==> config.mk <==
export PLATFORM = sky130hd
export DESIGN_NAME = instr_encoder_rv32i_flat
export DESIGN_NICKNAME = d
export VERILOG_FILES = /design/src/rtl/instr_encoder_rv32i_if.sv /design/src/rtl/instr_encoder_rv32i.sv /design/src/flat_wrapper.sv
export SDC_FILE = /design/constraint.sdc
export NUM_CORES = 1
export LEC_CHECK = 0
export ABC_AREA = 1
export BUFFER_PORTS_ARGS = -buffer_cell sky130_fd_sc_hd__buf_2
export CORE_UTILIZATION = 40
export DETAILED_ROUTE_END_ITERATION = 16
export PLACE_DENSITY_LB_ADDON = 0.2
export SETUP_SLACK_MARGIN = 0.3
export SYNTH_ARGS = -nofsm -noshare
export SYNTH_HDL_FRONTEND = slang
export SYNTH_SLANG_ARGS = --single-unit
==> constraint.sdc <==
create_clock -name clk -period 5.2 [get_ports clk]
set_input_delay 0.26 -clock clk [delete_from_list [all_inputs] [get_ports clk]]
set_output_delay 0.26 -clock clk [all_outputs]
set_load 0.1 [all_outputs]
==> src/rtl/instr_encoder_rv32i_if.sv <==
// Request/response bundle for the RV32I instruction encoder.
// The master drives requests and consumes words; the slave is the encoder.
interface instr_encoder_rv32i_if;
  logic        in_valid;
  logic        in_ready;
  logic [2:0]  in_fmt;
  logic [6:0]  in_opcode;
  logic [2:0]  in_funct3;
  logic [6:0]  in_funct7;
  logic [4:0]  in_rd;
  logic [4:0]  in_rs1;
  logic [4:0]  in_rs2;
  logic [31:0] in_imm;
  logic        out_valid;
  logic        out_ready;
  logic [31:0] out_instr;
  logic [31:0] out_addr;

  modport master (
    output in_valid, in_fmt, in_opcode, in_funct3, in_funct7, in_rd, in_rs1, in_rs2, in_imm,
    output out_ready,
    input  in_ready, out_valid, out_instr, out_addr
  );

  modport slave (
    input  in_valid, in_fmt, in_opcode, in_funct3, in_funct7, in_rd, in_rs1, in_rs2, in_imm,
    input  out_ready,
    output in_ready, out_valid, out_instr, out_addr
  );
endinterface

==> src/rtl/instr_encoder_rv32i.sv <==
// Streaming RV32I encoder: packs decoded fields into instruction words, drops requests with
// out-of-range immediates, and queues legal words with sequential byte addresses.
module instr_encoder_rv32i #(
  parameter int unsigned DEPTH     = 4,
  parameter logic [31:0] BASE_ADDR = 32'h0000_0000
) (
  input  logic                   clk,
  input  logic                   rst,
  input  logic                   flush,
  instr_encoder_rv32i_if.slave   bus,
  output logic [7:0]             err_cnt
);

  localparam int unsigned PtrW = (DEPTH > 1) ? $clog2(DEPTH) : 1;
  localparam int unsigned CntW = $clog2(DEPTH + 1);
  localparam logic [CntW-1:0] DepthCnt = CntW'(DEPTH);

  localparam logic [2:0] FmtI = 3'b000;
  localparam logic [2:0] FmtS = 3'b001;
  localparam logic [2:0] FmtB = 3'b010;
  localparam logic [2:0] FmtU = 3'b011;
  localparam logic [2:0] FmtJ = 3'b100;
  localparam logic [2:0] FmtR = 3'b101;

  logic [31:0] enc_word;
  logic        enc_legal;
  logic        is_shift;
  logic [31:0] imm;

  assign imm      = bus.in_imm;
  assign is_shift = (bus.in_opcode == 7'h13) &&
                    ((bus.in_funct3 == 3'd1) || (bus.in_funct3 == 3'd5));

  // Range checks are done as "upper bits are a sign extension" tests instead of wide compares.
  always_comb begin
    enc_word  = '0;
    enc_legal = 1'b0;
    case (bus.in_fmt)
      FmtI: begin
        if (is_shift) begin
          enc_word  = {bus.in_funct7, imm[4:0], bus.in_rs1, bus.in_funct3, bus.in_rd,
                       bus.in_opcode};
          enc_legal = (imm[31:5] == '0);
        end else begin
          enc_word  = {imm[11:0], bus.in_rs1, bus.in_funct3, bus.in_rd, bus.in_opcode};
          enc_legal = (imm[31:11] == {21{imm[11]}});
        end
      end
      FmtS: begin
        enc_word  = {imm[11:5], bus.in_rs2, bus.in_rs1, bus.in_funct3, imm[4:0],
                     bus.in_opcode};
        enc_legal = (imm[31:11] == {21{imm[11]}});
      end
      FmtB: begin
        enc_word  = {imm[12], imm[10:5], bus.in_rs2, bus.in_rs1, bus.in_funct3, imm[4:1],
                     imm[11], bus.in_opcode};
        enc_legal = (imm[31:12] == {20{imm[12]}}) && !imm[0];
      end
      FmtU: begin
        enc_word  = {imm[31:12], bus.in_rd, bus.in_opcode};
        enc_legal = (imm[11:0] == '0);
      end
      FmtJ: begin
        enc_word  = {imm[20], imm[10:1], imm[11], imm[19:12], bus.in_rd, bus.in_opcode};
        enc_legal = (imm[31:20] == {12{imm[20]}}) && !imm[0];
      end
      FmtR: begin
        enc_word  = {bus.in_funct7, bus.in_rs2, bus.in_rs1, bus.in_funct3, bus.in_rd,
                     bus.in_opcode};
        enc_legal = 1'b1;
      end
      default: begin
        enc_word  = '0;
        enc_legal = 1'b0;
      end
    endcase
  end

  logic [CntW-1:0] count_q, count_d;
  logic [PtrW-1:0] wr_ptr_q, rd_ptr_q;
  logic [31:0]     addr_q;
  logic [7:0]      err_q;
  logic [31:0]     instr_mem [DEPTH];
  logic [31:0]     addr_mem  [DEPTH];

  logic accept, write, drop, pop;

  // Ready depends only on the registered count, so a full FIFO never accepts on a pop cycle.
  assign bus.in_ready  = (count_q < DepthCnt);
  assign bus.out_valid = (count_q != '0);
  assign accept        = bus.in_valid && bus.in_ready && !flush;
  assign write         = accept && enc_legal;
  assign drop          = accept && !enc_legal;
  assign pop           = bus.out_valid && bus.out_ready && !flush;

  always_comb begin
    count_d = count_q;
    case ({write, pop})
      2'b10:   count_d = count_q + CntW'(1);
      2'b01:   count_d = count_q - CntW'(1);
      default: count_d = count_q;
    endcase
  end

  always_ff @(posedge clk or posedge rst) begin
    if (rst) begin
      count_q  <= '0;
      wr_ptr_q <= '0;
      rd_ptr_q <= '0;
      addr_q   <= BASE_ADDR;
      err_q    <= '0;
    end else if (flush) begin
      count_q  <= '0;
      wr_ptr_q <= '0;
      rd_ptr_q <= '0;
      addr_q   <= BASE_ADDR;
      err_q    <= '0;
    end else begin
      count_q <= count_d;
      if (write) begin
        wr_ptr_q <= wr_ptr_q + PtrW'(1);
        addr_q   <= addr_q + 32'd4;
      end
      if (pop) begin
        rd_ptr_q <= rd_ptr_q + PtrW'(1);
      end
      if (drop && (err_q != 8'hFF)) begin
        err_q <= err_q + 8'd1;
      end
    end
  end

  // Storage needs no reset: the head is masked whenever the FIFO is empty.
  always_ff @(posedge clk) begin
    if (write) begin
      instr_mem[wr_ptr_q] <= enc_word;
      addr_mem[wr_ptr_q]  <= addr_q;
    end
  end

  assign bus.out_instr = bus.out_valid ? instr_mem[rd_ptr_q] : 32'h0;
  assign bus.out_addr  = bus.out_valid ? addr_mem[rd_ptr_q]  : BASE_ADDR;
  assign err_cnt       = err_q;

endmodule

==> src/flat_wrapper.sv <==
// flat-port wrapper written by rule: the top's interface ports become plain ports
module instr_encoder_rv32i_flat 
#(
  parameter int unsigned DEPTH     = 4,
  parameter logic [31:0] BASE_ADDR = 32'h0000_0000
)
  (clk, rst, flush, err_cnt, bus_in_valid, bus_in_fmt, bus_in_opcode, bus_in_funct3, bus_in_funct7, bus_in_rd, bus_in_rs1, bus_in_rs2, bus_in_imm, bus_out_ready, bus_in_ready, bus_out_valid, bus_out_instr, bus_out_addr);
  instr_encoder_rv32i_if bus_i ();
  input  logic clk;
  input  logic rst;
  input  logic flush;
  output logic [7:0] err_cnt;
  input wire logic [$bits(bus_i.in_valid)-1:0] bus_in_valid;
  input wire logic [$bits(bus_i.in_fmt)-1:0] bus_in_fmt;
  input wire logic [$bits(bus_i.in_opcode)-1:0] bus_in_opcode;
  input wire logic [$bits(bus_i.in_funct3)-1:0] bus_in_funct3;
  input wire logic [$bits(bus_i.in_funct7)-1:0] bus_in_funct7;
  input wire logic [$bits(bus_i.in_rd)-1:0] bus_in_rd;
  input wire logic [$bits(bus_i.in_rs1)-1:0] bus_in_rs1;
  input wire logic [$bits(bus_i.in_rs2)-1:0] bus_in_rs2;
  input wire logic [$bits(bus_i.in_imm)-1:0] bus_in_imm;
  input wire logic [$bits(bus_i.out_ready)-1:0] bus_out_ready;
  output wire logic [$bits(bus_i.in_ready)-1:0] bus_in_ready;
  output wire logic [$bits(bus_i.out_valid)-1:0] bus_out_valid;
  output wire logic [$bits(bus_i.out_instr)-1:0] bus_out_instr;
  output wire logic [$bits(bus_i.out_addr)-1:0] bus_out_addr;
  assign bus_i.in_valid = bus_in_valid;
  assign bus_i.in_fmt = bus_in_fmt;
  assign bus_i.in_opcode = bus_in_opcode;
  assign bus_i.in_funct3 = bus_in_funct3;
  assign bus_i.in_funct7 = bus_in_funct7;
  assign bus_i.in_rd = bus_in_rd;
  assign bus_i.in_rs1 = bus_in_rs1;
  assign bus_i.in_rs2 = bus_in_rs2;
  assign bus_i.in_imm = bus_in_imm;
  assign bus_i.out_ready = bus_out_ready;
  assign bus_in_ready = bus_i.in_ready;
  assign bus_out_valid = bus_i.out_valid;
  assign bus_out_instr = bus_i.out_instr;
  assign bus_out_addr = bus_i.out_addr;
  instr_encoder_rv32i #(.DEPTH(DEPTH), .BASE_ADDR(BASE_ADDR)) u_core (.clk(clk), .rst(rst), .flush(flush), .bus(bus_i), .err_cnt(err_cnt));
endmodule
==> out/summary.txt, run 1 <==
Number of global-route vias before repair - 9,162
Cell Rows - 66
Mean post-synth cell area - 10.2 um^2
Hold Vio Cnt, Final - 0
Routed Antenna Nets - 0
Final WS setup - 1.49 ns
Post-CTS setup buffers - 0
First-pass GRT wire length - 51,100 um
Max-slew violations - 0
Total negative setup slack - 0 ns
Post_cts resized - 0
Routed WL per cell - 17.3 um
Synth-to-Final Area Change - 15.9%
Leakage - 5.99 nW
Syn. warnings - 0
Remaining DRCs - 0
Clock skew - 0.00892 ns
Library cells used by synthesis - 51
Initial antenna violation count - 1
Status - completed
Most common cell after layout, fill and taps aside - nor2_1
Drt total wl - 32,900 um
Clk_lat worst skew - 0.55 ns
Vias per inst - 5.06
Initial DRT Pass Iterations - 5
Antenna cells - 0
Crit path largest cell delay - 0.79 ns
Core area - 32,600 um^2
Max Freq - 270 MHz
Num CTS Buffers - 30
Nets@finish - 1,517
Max FO, Critical Path - 92
Final setup viols - 0
Measured slew at the worst slew-check pin - 0.973 ns
Number of synthesized flops with an enable pin - 248
Worst hold-check path type - in -> reg
CTS tree - done
TritonCTS Sinks - 293
Syn Inst Count - 1,308
Critical path startpoint category - flip-flop
Clock Tree Root - clkbuf_16
CP Capture Type - output pin
Crit path cell chain - inv_2, buf_12, o21ai_0, a21oi_1, buf_2
Clock Tree Buf Depth - 3
Initial Utilization - 0.408
Fraction of layout cells with a size suffix above 1 - 0.168
Final min period - 3.71 ns
Initial drt markers - 720
Ys flop type - edfxtp_1
CTS clk-pin slew, worst paths - 0.06 ns
Number of synthesized register bits - 293
Peak supply drop - 234 uV
IO buf count - 143
Detail Placement HPWL - 20,700 um
Power Density - 322 nW/um^2
Worst Path Required - 4.94 ns
Setup CP Type - reg -> out
Post-Syn Area - 13,300 um^2
Slowest-stage cell, CP - dfrtp_4
Final Cycle Share - 0.713
Normalized max-slew margin - 0.351
GPL Wtd Cong - 0.952
Routed via count - 9,623
Total grt overflow - 0
RSZ-0062 raised after global routing - no
Largest net degree at the start of global routing - 93
Die area - 34,000 um^2
Max H-tree Level - 1
Post-place setup slack - 1.87 ns
Seq/Total Area, Yosys - 0.644
Arr. time, crit path - 3.45 ns
Max Cap Violations - 0
Die X - 184 um
# IOs - 146
Most frequent cells in the layout - 323 x nor2_1, 248 x edfxtp_1, 160 x o21ai_0, 143 x buf_2, 133 x nand2_1
Overall routing resource usage - 0.195
Die Span Y - 184 um
FFs w/ async S/R, synth - 0.154
[kinds of logic after synthesis]
logic type	count (synthesis)	share of synthesized area
simple gates	557	0.176
flops	293	0.644
compound gates	274	0.112
buf+inv	158	0.0483
xor+xnor	16	0.0105
fa+ha+maj	8	0.00809
other cells	1	0.000282
mux	1	0.000752
[cell usage after synthesis (all sizes together) (12+ instances only)]
master / number / area, um^2
o21ai: 164 / 821
xor2: 12 / 105
inv: 98 / 370
edfxtp: 248 / 7450
clkbuf: 46 / 173
nor3: 19 / 126
dfrtp: 45 / 1130
nand2: 140 / 553
nand3: 43 / 225
nor2: 336 / 1300
a21oi: 75 / 383
buf: 13 / 96.3
[layer usage]
| layer | vias to the layer above | global-route usage | share of wire |
|---|---|---|---|
| met1 | 4600 | 0.270 | 0.46 |
| met3 | 50 | 0.0243 | 0.043 |
| met4 | 0 | 0.0583 | 0.024 |
| met2 | 234 | 0.320 | 0.47 |
| li1 | 4739 | - | - |
| met5 | - | 0 | 0 |
[critical path, delay by kind of cell (launching register included)]
family	cells	cell delay, ns
buffers and inverters	3	1.46
DFF	1	0.79
AOI/OAI and AO/OA	2	0.48
[timing repair]
item,4_1_cts,5_1_grt
hold buffers,1,0
endpoints found under the setup margin,0,0
hold endpoints to repair,45,0
[area by class of cell]
class	instances	area [um^2]
fill	3039	17200
sequential	293	8580
multi-input combinational	858	4130
timing repair buffer	155	858
clock buffer	41	833
tap	442	553
inverter	99	374
clock inverter	14	100
[final timing paths]
kind / end / slack, ns / depth (start not counted) / from
min reg2reg: u_core.err_cnt[4]$_DFFE_PP0P_ / 0.54 / 2 / u_core.err_cnt[4]$_DFFE_PP0P_
min in group asynchronous: u_core.addr_q[19]$_DFFE_PP0N_ / 0.47 / 3 / rst
max: bus_out_addr[10] / 1.49 / 5 / u_core.rd_ptr_q[0]$_DFFE_PP0P_
max in group asynchronous: u_core.rd_ptr_q[0]$_DFFE_PP0P_ / 4.02 / 3 / rst
max reg2reg: u_core.rd_ptr_q[0]$_DFFE_PP0P_ / 2.59 / 6 / u_core.rd_ptr_q[0]$_DFFE_PP0P_
min: u_core.addr_q[19]$_DFFE_PP0N_ / 0.08 / 2 / flush
[registers in the layout (all words and copies together), names as in the netlist]
name	flops
u_core.addr_mem	120
u_core.addr_q	30
u_core.count_q	3
u_core.err_cnt	8
u_core.instr_mem	128
u_core.rd_ptr_q	2
u_core.wr_ptr_q	2
[metrics by stage]
stage | util | hold slack [ns] | instance area [um^2] | power (mW) | std cells
after floorplan | - | 0.409 | 13300 | 2.86 | 1309
after global placement | 0.444 | 0.528 | 14500 | 2.98 | 1846
after detailed placement | 0.444 | 0.536 | 14500 | 2.98 | 1846
after CTS | 0.473 | 0.0452 | 15400 | 5.01 | 1902
after global routing | 0.473 | 0.0866 | 15400 | 5.13 | 1902
final | 0.473 | 0.0792 | 15400 | 4.96 | 1902
[where the power goes]
part,internal [mW],switching [mW],total (mW)
clock network,1.17,0.866,2.03
registers,2.57,0.0214,2.59
logic,0.0740,0.265,0.339
total,3.81,1.15,4.96
(Power assumes the default switching activity.)
==> run 2: changes to the inputs <==
Clock period 5.2 ns to 3.6 ns, I/O delays scaled along.
==> run 2 against run 1 <==
  * Clock-buffer cell count up 4
  * Setup slack worse by 0.85 ns
  * Non-clock buffer count up 11
  * Highest routed layer unchanged
  * Critical path depth up 1
  * Power up 53%
  * Sequential share of layout area down 0.94 points
  * Die area unchanged
  * Core utilization up 0.82 points
  * Via count about the same
==> out/summary.txt, run 2 (synthesis gave the netlist of run 1 again) <==
Status - completed
Worst Path Required - 3.42 ns
Die area - 34,000 um^2
Initial DRT Pass Iterations - 5
Worst hold-check path type - in -> reg
Most frequent cells in the layout - 323 x nor2_1, 248 x edfxtp_1, 160 x o21ai_0, 143 x buf_2, 133 x nand2_1
RSZ-0062 raised after global routing - no
Footprint of the multi-input gates - 4130 um^2
Clock skew - 0.0137 ns
Cell Rows - 66
Sw power - 1.69 mW
First-pass GRT wire length - 51,600 um
Reg-to-reg endpoint - u_core.addr_q[31]$_DFFE_PP0N_
Met2 Track Usage GR - 0.335
R2r worst-path depth - 10
Max FO, Critical Path - 71
Hold endpoint - u_core.addr_q[19]$_DFFE_PP0N_
Remaining DRCs - 0
Worst flop-to-flop path startpoint - u_core.addr_q[2]$_DFFE_PP0N_
Die Span Y - 184 um
Largest net degree at the start of global routing - 72
Initial drt markers - 504
CP Capture Type - output pin
Total grt overflow - 0
Top reg by flops - u_core.instr_mem
Hold_sp - flush
Fraction of layout cells with a size suffix above 1 - 0.175
Final WS setup - 0.647 ns
IO buf count - 143
Grt peak-use layer - met2
Most common cell after layout, fill and taps aside - nor2_1
Seq pwr share - 0.492
CP Buf/Inv Count - 4
Nets@finish - 1,532
Crit path cell chain - clkinv_2, buf_12, buf_4, o21ai_0, a21oi_1, buf_2
Synth-to-Final Area Change - 17.9%
Power Density - 484 nW/um^2
Total negative setup slack - 0 ns
Critical path startpoint category - flip-flop
Detail Placement HPWL - 21,200 um
GPL Wtd Cong - 0.918
Fill cell total of the finished layout - 3,063
Final setup viols - 0
Max Cap Violations - 0
Clk pwr share - 0.443
Routed Antenna Nets - 0
Register area - 8580 um^2
Setup CP Type - reg -> out
Normalized max-slew margin - 0.346
Number of global-route vias before repair - 9,424
CTS tree - done
Clock Tree Root - clkbuf_16
Core area - 32,600 um^2
Combinational power share - 0.066
Antenna cells - 0
Drt total wl - 33,200 um
Initial antenna violation count - 0
Met3 Track Usage GR - 0.0279
TritonCTS Sinks - 293
# IOs - 146
Largest register FFs - 128
Clock Tree Buf Depth - 3
Arr. time, crit path - 2.77 ns
Largest registers - u_core.instr_mem (128), u_core.addr_mem (120), u_core.addr_q (30)
Vias per inst - 5.02
Routed WL per cell - 17.3 um
Clk_lat worst skew - 0.50 ns
Num CTS Buffers - 34
Max-slew violations - 0
Crit path largest cell delay - 0.69 ns
Pint - 5.90 mW
Post-place setup slack - 0.839 ns
Measured slew at the worst slew-check pin - 0.980 ns
Die X - 184 um
Switching share of power - 0.223
CP delay by family, top - buffers and inverters
Hold Vio Cnt, Final - 0
Overall routing resource usage - 0.198
Final min period - 2.95 ns
Routed via count - 9,630
CTS clk-pin slew, worst paths - 0.06 ns
Peak supply drop - 263 uV
Initial Utilization - 0.408
Worst reg2reg setup slack - 1.32 ns
Fin cells - 1,919
Max H-tree Level - 2
Final Cycle Share - 0.820
Leakage - 6.13 nW
Worst Hold Path Cells - 2
Post-route design area - 15,700 um^2
Global-route met1 utilization - 0.262
Slowest-stage cell, CP - dfrtp_4
Placed Cells - 1,855
Max Freq - 339 MHz
Placed cell areas - 14,500 um^2
[run 2: changes by cell type in the layout (fill, tap and decap cells not counted), sizes merged]
| cell | previous run | this run |
|---|---|---|
| buf | 154 | 164 |
| bufinv | 1 | 3 |
| clkbuf | 41 | 45 |
| clkinv | 11 | 10 |
| dlygate4sd3 | 1 | 2 |
| inv | 99 | 100 |
[run 2: cell type report]
class | count | share of cell area
clock inverter | 16 | 0.0101
clock buffer | 45 | 0.0608
timing repair buffer | 166 | 0.0601
inverter | 99 | 0.0239
tap | 442 | 0.0352
multi-input combinational | 858 | 0.263
sequential | 293 | 0.547
[run 2: power by group through the flow]
stage          registers, mW  logic (mW)  clock network [mW]
6_report                3.73       0.499                3.36
3_5_place_dp            3.81       0.495                   0
3_3_place_gp            3.81       0.493                   0
4_1_cts                 3.74       0.499                3.43
5_1_grt                 3.74       0.543                3.57
2_1_floorplan           3.83       0.307                   0
[run 2: per-stage QoR]
stage | power (mW) | util | hold slack (ns)
2_1_floorplan | 4.13 | - | 0.329
3_3_place_gp | 4.30 | 0.446 | 0.473
5_1_grt | 7.85 | 0.481 | 0.0718
4_1_cts | 7.67 | 0.480 | 0.0630
6_report | 7.60 | 0.481 | 0.0758
3_5_place_dp | 4.30 | 0.446 | 0.482
[run 2: layer usage]
metal / routed length, um / up-vias
met2: 16000 / 214
met3: 1440 / 50
li1: - / 4762
met1: 15000 / 4604
met4: 841 / 0
met5: 0 / -
[run 2: worst max-delay path by stage]
stage	start	end	slack (ns)	depth (start not counted)
detailed placement	bus_in_imm[11]	u_core.instr_mem[2][27]$_DFFE_PP_	0.84	12
global route	u_core.rd_ptr_q[0]$_DFFE_PP0P_	bus_out_instr[20]	0.38	6
global placement	bus_in_imm[12]	u_core.instr_mem[3][18]$_DFFE_PP_	0.88	12
CTS	u_core.rd_ptr_q[0]$_DFFE_PP0P_	bus_out_instr[11]	0.38	5
finish	u_core.rd_ptr_q[0]$_DFFE_PP0P_	bus_out_instr[20]	0.65	6
floorplan	bus_in_imm[12]	u_core.addr_mem[0][10]$_DFFE_PP_	0.19	12
[run 2: repair_timing]
action / CTS / global route
endpoints found under the hold margin: 46 / 0
gates resized for setup: 0 / 1
setup endpoints to repair: 0 / 8
buffers inserted: 0 / 1
hold buffers: 2 / 0
==> run 3: changes to the inputs <==
Clock period 3.6 ns to 3.1 ns, I/O delays scaled along.
==> run 3 against run 2 <==
  * Combinational power is 27% higher
  * Sequential share of layout area shrank 2.2 points
  * First-iteration DRC count increased by 24%
  * Power increased by 13%
  * Critical endpoint is now bus_out_addr[10]
==> out/summary.txt, run 3 (synthesis gave the netlist of run 1 again) <==
Max-slew violations - 0
Placed Cells - 1,860
Peak supply drop - 468 uV
Post-route design area - 16,400 um^2
Routed via count - 9,805
Antenna cells - 0
Initial DRT Pass Iterations - 7
Remaining DRCs - 0
Status - completed
CP delay by family, top - buffers and inverters
Core area - 32,600 um^2
Power Density - 525 nW/um^2
Num CTS Buffers - 31
Final min period - 2.67 ns
Synth-to-Final Area Change - 22.9%
Final setup viols - 0
Clock skew - 0.0163 ns
Final Cycle Share - 0.860
Global-route met1 utilization - 0.283
Max H-tree Level - 1
Worst Hold Path Cells - 3
Hold Vio Cnt, Final - 0
# IOs - 146
Worst Path Required - 2.94 ns
Clock Tree Root - clkbuf_16
WP depth - 6
Drt total wl - 33,900 um
Nets@finish - 1,541
Max FO, Critical Path - 62
IO buf count - 143
Normalized max-slew margin - 0.334
Largest register FFs - 128
Leakage - 6.21 nW
Die Span Y - 184 um
Detail Placement HPWL - 21,900 um
CP Capture Type - output pin
Setup CP Type - reg -> out
Measured slew at the worst slew-check pin - 0.997 ns
Crit path largest cell delay - 0.64 ns
First-pass GRT wire length - 53,300 um
Initial antenna violation count - 0
Arr. time, crit path - 2.51 ns
Routed Antenna Nets - 0
Overall routing resource usage - 0.202
Slowest-stage cell, CP - dfrtp_4
Power, Total - 8.59 mW
Crit path cell chain - inv_2, buf_12, nor2_1, o21ai_0, a21oi_2, buf_2
Max Cap Violations - 0
Met3 Track Usage GR - 0.0204
CTS clk-pin slew, worst paths - 0.06 ns
Largest net degree at the start of global routing - 89
Clk_lat worst skew - 0.56 ns
CP Buf/Inv Count - 3
Met2 Track Usage GR - 0.332
Largest registers - u_core.instr_mem (128), u_core.addr_mem (120), u_core.addr_q (30)
TritonCTS Sinks - 293
Worst hold-check path type - in -> reg
Total grt overflow - 0
Grt peak-use layer - met2
Die area - 34,000 um^2
CTS tree - done
Die X - 184 um
Number of global-route vias before repair - 9,508
R2r worst-path depth - 4
GPL Wtd Cong - 0.932
Cell Rows - 66
Post-layout util - 0.501
RSZ-0062 raised after global routing - no
Routed WL per cell - 17.6 um
Post-place setup slack - 0.133 ns
Initial drt markers - 623
Vias per inst - 5.09
Final WS setup - 0.435 ns
Most frequent cells in the layout - 323 x nor2_1, 248 x edfxtp_1, 160 x o21ai_0, 133 x nand2_1, 119 x buf_2
Clock Tree Buf Depth - 3
Fill cell total of the finished layout - 2,931
Fraction of layout cells with a size suffix above 1 - 0.215
Critical path startpoint category - flip-flop
Fin cells - 1,928
Top reg by flops - u_core.instr_mem
Placed cell areas - 15,200 um^2
Most common cell after layout, fill and taps aside - nor2_1
Initial Utilization - 0.408
Max Freq - 375 MHz
==> run 3: report_power, final <==
part / leakage (nW) / internal (mW) / switching, mW / total (mW)
logic: 2.72 / 0.161 / 0.472 / 0.634
registers: 3.00 / 4.31 / 0.0265 / 4.33
clock network: 0.491 / 2.13 / 1.49 / 3.63
total: 6.21 / 6.60 / 1.99 / 8.59
==> run 3: worst register-to-register path: stages (launching register included) <==
cell and delay [ns]:
dfrtp_1 0.45, nor2_1 0.48, nand2_4 0.19, nor2_4 0.79
buf_4 0.35
==> run 3: final timing paths <==
kind	startpoint	endpoint	slack, ns
max	u_core.rd_ptr_q[1]$_DFFE_PP0P_	bus_out_addr[10]	0.43
min in group asynchronous	rst	u_core.err_cnt[1]$_DFFE_PP0P_	0.38
max in group asynchronous	rst	u_core.rd_ptr_q[0]$_DFFE_PP0P_	1.98
min	flush	u_core.addr_q[21]$_DFFE_PP0N_	0.02
max reg2reg	u_core.count_q[2]$_DFFE_PP0P_	u_core.instr_mem[2][29]$_DFFE_PP_	0.55
min reg2reg	u_core.addr_q[31]$_DFFE_PP0N_	u_core.addr_mem[2][31]$_DFFE_PP_	0.53
==> run 3: what timing repair did <==
action,4_1_cts,5_1_grt
endpoints found under the hold margin,74,0
gates resized for setup,0,1
endpoints found under the setup margin,0,18
hold buffers,10,0
buffers inserted,0,0
==> run 3: cell type report <==
type | count | area [um^2] | share of cell area
Sequential cell | 293 | 8580 | 0.525
Multi-Input combinational cell | 858 | 4350 | 0.266
Timing Repair Buffer | 178 | 1490 | 0.0911
Clock buffer | 40 | 830 | 0.0507
Tap cell | 442 | 553 | 0.0338
Inverter | 99 | 374 | 0.0229
Clock inverter | 18 | 174 | 0.0106
==> run 3: layer usage <==
layer	vias to the layer above	share of wire
met4	0	0.022
met3	49	0.045
li1	4786	-
met5	-	0
met1	4730	0.46
met2	240	0.47
==> run 3: metrics by stage <==
step	TNS (ns)	hold slack, ns
6_report	0	0.0246
4_1_cts	0	0.00420
3_5_place_dp	0	0.450
5_1_grt	0	0.0296
3_3_place_gp	0	0.450
2_1_floorplan	-69.49	0.304
